==> src/rtl/plain_broadcast_sched.sv <==
// Sequencer for the broadcast loop. For each repetition it fetches the operands,
// starts the core, waits for the result and writes it back.
module plain_broadcast_sched #(
  parameter PARAMETER_SET = "L1",
  parameter int NITER = 17 * ((PARAMETER_SET == "L1") ? 1 : 2),
  parameter int AW = $clog2(NITER),
  localparam int T = (PARAMETER_SET == "L5") ? 4 : 3,
  localparam int W = T * 32
) (
  input  logic          i_clk,
  input  logic          i_rst_n,
  input  logic          i_start,
  output logic          o_busy,
  output logic          o_done,
  output logic [AW-1:0] o_in_addr,
  output logic          o_in_rd,
  input  logic [W-1:0]  i_r,
  input  logic [W-1:0]  i_eps,
  input  logic [W-1:0]  i_a,
  input  logic [W-1:0]  i_b,
  output logic          o_core_start,
  output logic [W-1:0]  o_core_r,
  output logic [W-1:0]  o_core_eps,
  output logic [W-1:0]  o_core_a,
  output logic [W-1:0]  o_core_b,
  input  logic          i_core_done,
  input  logic [W-1:0]  i_alpha,
  input  logic [W-1:0]  i_beta,
  output logic [AW-1:0] o_out_addr,
  output logic          o_out_wr,
  output logic [W-1:0]  o_alpha,
  output logic [W-1:0]  o_beta
);

  typedef enum logic [2:0] {IDLE, FETCH, LATCH, START, WAIT, WRITE, DONE} state_t;

  localparam logic [AW-1:0] LAST_IDX = AW'(NITER - 1);

  state_t          state_reg;
  logic [AW-1:0]   index_reg;
  logic            busy_reg, done_reg, in_rd_reg, core_start_reg, out_wr_reg;
  logic [AW-1:0]   in_addr_reg, out_addr_reg;
  logic [W-1:0]    core_r_reg, core_eps_reg, core_a_reg, core_b_reg;
  logic [W-1:0]    alpha_reg, beta_reg;

  // Strobes are registered on the transition into their state so each one
  // is high for exactly the cycle spent in that state.
  always_ff @(posedge i_clk or negedge i_rst_n) begin
    if (!i_rst_n) begin
      state_reg      <= IDLE;
      index_reg      <= '0;
      busy_reg       <= 1'b0;
      done_reg       <= 1'b0;
      in_rd_reg      <= 1'b0;
      core_start_reg <= 1'b0;
      out_wr_reg     <= 1'b0;
      in_addr_reg    <= '0;
      out_addr_reg   <= '0;
      core_r_reg     <= '0;
      core_eps_reg   <= '0;
      core_a_reg     <= '0;
      core_b_reg     <= '0;
      alpha_reg      <= '0;
      beta_reg       <= '0;
    end else begin
      in_rd_reg      <= 1'b0;
      core_start_reg <= 1'b0;
      out_wr_reg     <= 1'b0;
      done_reg       <= 1'b0;
      case (state_reg)
        IDLE: begin
          if (i_start) begin
            state_reg   <= FETCH;
            index_reg   <= '0;
            busy_reg    <= 1'b1;
            in_rd_reg   <= 1'b1;
            in_addr_reg <= '0;
          end
        end
        FETCH: state_reg <= LATCH;
        LATCH: begin
          core_r_reg     <= i_r;
          core_eps_reg   <= i_eps;
          core_a_reg     <= i_a;
          core_b_reg     <= i_b;
          core_start_reg <= 1'b1;
          state_reg      <= START;
        end
        START: state_reg <= WAIT;
        WAIT: begin
          if (i_core_done) begin
            alpha_reg    <= i_alpha;
            beta_reg     <= i_beta;
            out_wr_reg   <= 1'b1;
            out_addr_reg <= index_reg;
            state_reg    <= WRITE;
          end
        end
        WRITE: begin
          if (index_reg == LAST_IDX) begin
            done_reg  <= 1'b1;
            state_reg <= DONE;
          end else begin
            index_reg   <= index_reg + AW'(1);
            in_addr_reg <= index_reg + AW'(1);
            in_rd_reg   <= 1'b1;
            state_reg   <= FETCH;
          end
        end
        DONE: begin
          busy_reg  <= 1'b0;
          state_reg <= IDLE;
        end
        default: begin
          busy_reg  <= 1'b0;
          state_reg <= IDLE;
        end
      endcase
    end
  end

  assign o_busy       = busy_reg;
  assign o_done       = done_reg;
  assign o_in_addr    = in_addr_reg;
  assign o_in_rd      = in_rd_reg;
  assign o_core_start = core_start_reg;
  assign o_core_r     = core_r_reg;
  assign o_core_eps   = core_eps_reg;
  assign o_core_a     = core_a_reg;
  assign o_core_b     = core_b_reg;
  assign o_out_addr   = out_addr_reg;
  assign o_out_wr     = out_wr_reg;
  assign o_alpha      = alpha_reg;
  assign o_beta       = beta_reg;

endmodule

==> config.mk <==
export PLATFORM = sky130hd
export DESIGN_NAME = plain_broadcast_sched
export DESIGN_NICKNAME = d
export VERILOG_FILES = /design/src/rtl/plain_broadcast_sched.sv
export SDC_FILE = /design/constraint.sdc
export NUM_CORES = 1
export LEC_CHECK = 0
export CORE_AREA = 10 10 446 448
export CTS_BUF_LIST = sky130_fd_sc_hd__clkbuf_4 sky130_fd_sc_hd__clkbuf_8 sky130_fd_sc_hd__clkbuf_16
export DETAILED_ROUTE_END_ITERATION = 6
export DIE_AREA = 0 0 456 458
export PLACE_DENSITY = 0.4
export SYNTH_ARGS = -nofsm -noshare
export SYNTH_HDL_FRONTEND = slang
export SYNTH_SLANG_ARGS = --single-unit
==> constraint.sdc <==
create_clock -name i_clk -period 5.5 [get_ports i_clk]
set_clock_uncertainty 0.1 [all_clocks]
set_input_delay 1.1 -clock i_clk [delete_from_list [all_inputs] [get_ports i_clk]]
set_output_delay 1.1 -clock i_clk [all_outputs]
set_load 0.01 [all_outputs]
== Word-level counts from Yosys, hierarchy flattened ==
Index checks and enable logic that the tools add are counted.

* Register bits after elaboration: 594
* Bits of input ports: 580
* Output and inout bits: 591
* Word-level logic and storage cells: 49

* Add/sub/neg operators: 1
* Equality and inequality tests: 9
* Muxes and demuxes: 17
* Bitwise operators: 1
* Reductions and logical operators: 7

{| class="wikitable"
|+ Operator list
! cell !! count
|-
| one-hot mux 3 bit (6 select lines) || 1
|-
| two-way mux 5 bit || 2
|-
| one-hot mux 5 bit (2 select lines) || 1
|-
| two-way mux 3 bit || 3
|-
| two-way mux 1 bit || 8
|-
| == test 3 x 2 -> 1 bit, second input constant || 2
|-
| == test 3 bit, second input constant || 2
|-
| inequality test 2 bit, second input constant || 3
|-
| AND reduction 2 bit || 3
|-
| adder 5 x 1 -> 5 bit, second input constant || 1
|-
| == test 5 bit, second input constant || 1
|-
| OR reduction 5 bit || 1
|-
| one-hot mux 1 bit (2 select lines) || 2
|-
| == test 3 x 1 -> 1 bit, second input constant || 1
|-
| logical NOT 3 bit || 1
|-
| AND reduction 3 bit || 1
|-
| nonzero test 2 bit || 1
|-
| NOT 1 bit || 1
|}

== Depth between registers and ports, before layout ==
* Depth after elaboration: 4
* Depth in mapped cells: 7
* Depth with buffers taken out: 5

== Worst setup path after synthesis ==
Ideal clock, no wire load.

* Path kind: input -> register
* Start: input port i_core_done
* End: register beta_reg[71] (netlist: o_beta[71])
* Library setup time: 125 ps
* Arrival time: 2109 ps
* Setup slack: 3166 ps
* Stages: 5
* Buffers on the path: 3
* Cell sequence: nor3b_1 > buf_2 > buf_2 > buf_4 > mux2_2

* Longest elaborated chain between the ends: 1

{| class="wikitable"
|+ Ends and longest elaborated chain
! item !! RTL line !! RTL
|-
| start, declared || 26 || <nowiki>input logic i_core_done,</nowiki>
|-
| AND reduction 2 bit (no line) || -- ||
|-
| end signal, assigned || 93 || <nowiki>beta_reg <= i_beta;</nowiki>
|-
| end, declared || 44 || <nowiki>logic [W-1:0] alpha_reg, beta_reg;</nowiki>
|}

No other way between the ends.
A chain may end at the register's enable or synchronous reset.

== Worst setup path in the final report ==
* Start: register core_b_reg[89] (netlist: o_core_b[89])
* End: output port o_core_b[89]

{| class="wikitable"
|+ RTL lines
! item !! RTL line !! RTL
|-
| start, declared || 43 || <nowiki>logic [W-1:0] core_r_reg, core_eps_reg, core_a_reg, core_b_reg;</nowiki>
|-
| start signal, assigned || 85 || <nowiki>core_b_reg <= i_b;</nowiki>
|-
| end, declared || 25 || <nowiki>output logic [W-1:0] o_core_b,</nowiki>
|}

No word-level cell between the ends.

==> impl_results.md <==
- Status: finished, final reports clean
- Final Net Count: 3075
- Die area: 208800 sq um
- R2R setup slack: 2.96 ns
- Met2 Use GR: 21.74%
- Die Ht: 458 um
- Max Cap Violations: 0
- Total number of vias: 16205
- DR pass1 iterations: 4
- CP endpoint kind: output pin
- Global Route Usage Sum: 12.72%
- Crit-path max FO: 2
- Leak Pwr: 0.01557 uW
- Final hold violation count: 0
- Initial Util: 11.67%
- I/O Pins: between 1000 and 1500
- Hold/Removal Path Class: input pin to async pin
- Clk pin slew, worst setup/hold paths: 0.06 ns
- Most area-consuming cells after synthesis: dfrtp_1 67%, mux2_2 29%, buf_4 1.5%, buf_2 0.52%, mux2_1 0.41%
- Seq/Total Area, Yosys: 67.20%
- Final period util: 56.85%
- Share of the synthesized area in the top cell type: 67.20%
- Syn_nets: 1864
- Worst Path Required: 4.30 ns
- Worst-Skew Late Latency: 0.67 ns
- Die Wd: 456 um
- Syn_area_per_cell: 17.25 sq um
- DR iter-0 viols: 694
- Routability Congestion: 0.8820
- CP Depth: 1
- Crit-path cells: clkdlybuf4s50_1
- First-pass GRT wire length: 179300 um
- Power density cells: 620.9 nW/um^2
- Worst Reg-to-Reg Cells: 5
- Max_slew headroom: 38.05%
- Setup bufs post-CTS: 0
- Ratio of cells with drive above 1 in the final layout: 29.19%
- Final core occ: around a fifth
- Yosys warns: 0
- Fillers: just over 20000
- CTS buffer count: 79
- CP peak stage delay: approximately 0.65 ns
- Syn-to-layout area delta: 79.42%
- Setup CP Type: register to output pin
- Synthesized area: 22120 sq um
- RSZ-0062 raised after global routing: false
- Final setup TNS: 0 ns
- Synth top cells by count: 594 x dfrtp_1, 573 x mux2_2, 43 x buf_4
- CTS Hold Bufs: 0
- Busiest metal layer after global routing: met2
- Fin. max-slew vios: 0
- CTS tree: done
- DRT antenna net count: 0
- Synth Flop Type: dfrtp_1
- Clock sink total: 594
- Highest clock rate: 319.8 MHz
- Vias in the first global route: ~17000
- Worst slew pin tran: 0.9292 ns
- Count leader, synth: dfrtp_1
- Met3 global-route usage: 5.244%
- CP top delay family: buffers and inverters
- Rows: 160
- Initial antenna violation count: 61
- Drc violations: 0
- Crit path launch type: register
- Largest net degree at the start of global routing: ~110
- Mapped Cells: 1282
- Resize count post-CTS: 0
- CP max-delay cell: clkdlybuf4s50_1
- Total wire length: 138500 um
- Post-synth cell types: 24
- Max Root-Sink Buffers: 3
- Post-synth EDFFs: 0
- Overflow after GRT: 0
- Root buffer cell: clkbuf_16
- WL per Instance: 27.15 um
- Maximum vdd drop: 237.7 uV
- Arrival time worst endpoint: 1.93 ns
- FFs w/ async S/R, synth: 100.0%
- Vias/cell: about 3.2
- Area of the core: 189600 sq um
- Final setup viols: 0
- WP buf/inv: 1
- PortBufs: roughly 1200
- Tmin final: around 3.1 ns
- Leading area contributor after synthesis: dfrtp_1
- H-tree Lvls: 3
- Yosys reg bits: 594
- DP Wirelength: ~110000 um
- Met1 GRT Util: between 10 and 15%
## per-layer routing
metal  wire length [um]  vias up
met5                 11        -
met4               4270        2
met3              12600      168
met2              68470      668
met1              53150     8347
li1                   -     7020
## power by group
part	total (uW)	switching, uW	internal, uW
Clock	5490	2230	3260
Combinational	11000	4780	6260
Sequential	8110	1520	6590
Total	24600	8530	16100
## path summary, 6_finish.rpt
path                                                  to                      from
worst max-delay path                        o_core_b[89]  o_core_b[89]$_DFFE_PN0P_
worst min-delay path            o_core_b[94]$_DFFE_PN0P_                   i_rst_n
worst min register to register    o_beta[79]$_DFFE_PN0P_    o_beta[79]$_DFFE_PN0P_
worst max register to register   o_alpha[19]$_DFFE_PN0P_  state_reg[2]$_DFFE_PN0P_
min in group i_clk                o_beta[79]$_DFFE_PN0P_    o_beta[79]$_DFFE_PN0P_
max in group asynchronous       o_core_r[51]$_DFFE_PN0P_                   i_rst_n
## placed cells by master (no fill, tap or decap), drive strengths merged
cell              n
or4b              1
nand2b            1
and4b             1
nor2              1
ha                2
nand2            12
and3b             1
inv               7
mux2i             6
clkdlybuf4s50  1169
a21o              1
buf              28
o21ai             1
nand3             3
o32ai             1
nor3              1
nor3b             1
nor2b             1
a31o              1
mux2            581
diode            39
bufinv            5
dfrtp           594
clkinv           19
clkbuf          113
nand4bb           1
## cell type report
class	count	area [sq um]	area share (%)
Sequential cell	594	14860	37.46
Timing Repair Buffer	1197	12020	30.29
Multi-Input combinational cell	617	6803	17.14
Tap cell	2511	3142	7.917
Clock buffer	113	2375	5.984
Clock inverter	27	370.4	0.9332
Antenna cell	39	97.59	0.2459
Inverter	4	15.01	0.03783
## cell families (layout without fill, tap and decap cells)
kind of cell | Yosys count | in the layout | synth area share, %
compound gates | 4 | 4 | 0.1358
mux | 587 | 587 | 29.85
simple gates | 24 | 24 | 0.6336
flops | 594 | 594 | 67.20
buf+inv | 71 | 1341 | 2.065
fa+ha+maj | 2 | 2 | 0.1131
other cells | 0 | 39 | 0
## stage by stage
| step | cells | area (sq um) | power, uW | hold slack, ns | setup slack (ns) |
|---|---|---|---|---|---|
| floorplan | 1282 | 22120 | 11990 | 0.4082 | 3.166 |
| global placement | 4923 | 36840 | 19450 | 0.3746 | 2.129 |
| detailed placement | 4923 | 36840 | 19480 | 0.3781 | 2.120 |
| CTS | 5063 | 39590 | 25240 | 0.2424 | 2.277 |
| global route | 5074 | 39620 | 25960 | 0.2492 | 2.299 |
| finish | 5102 | 39690 | 24640 | 0.2427 | 2.373 |
Note: power is estimated with default switching activity, not from simulation.
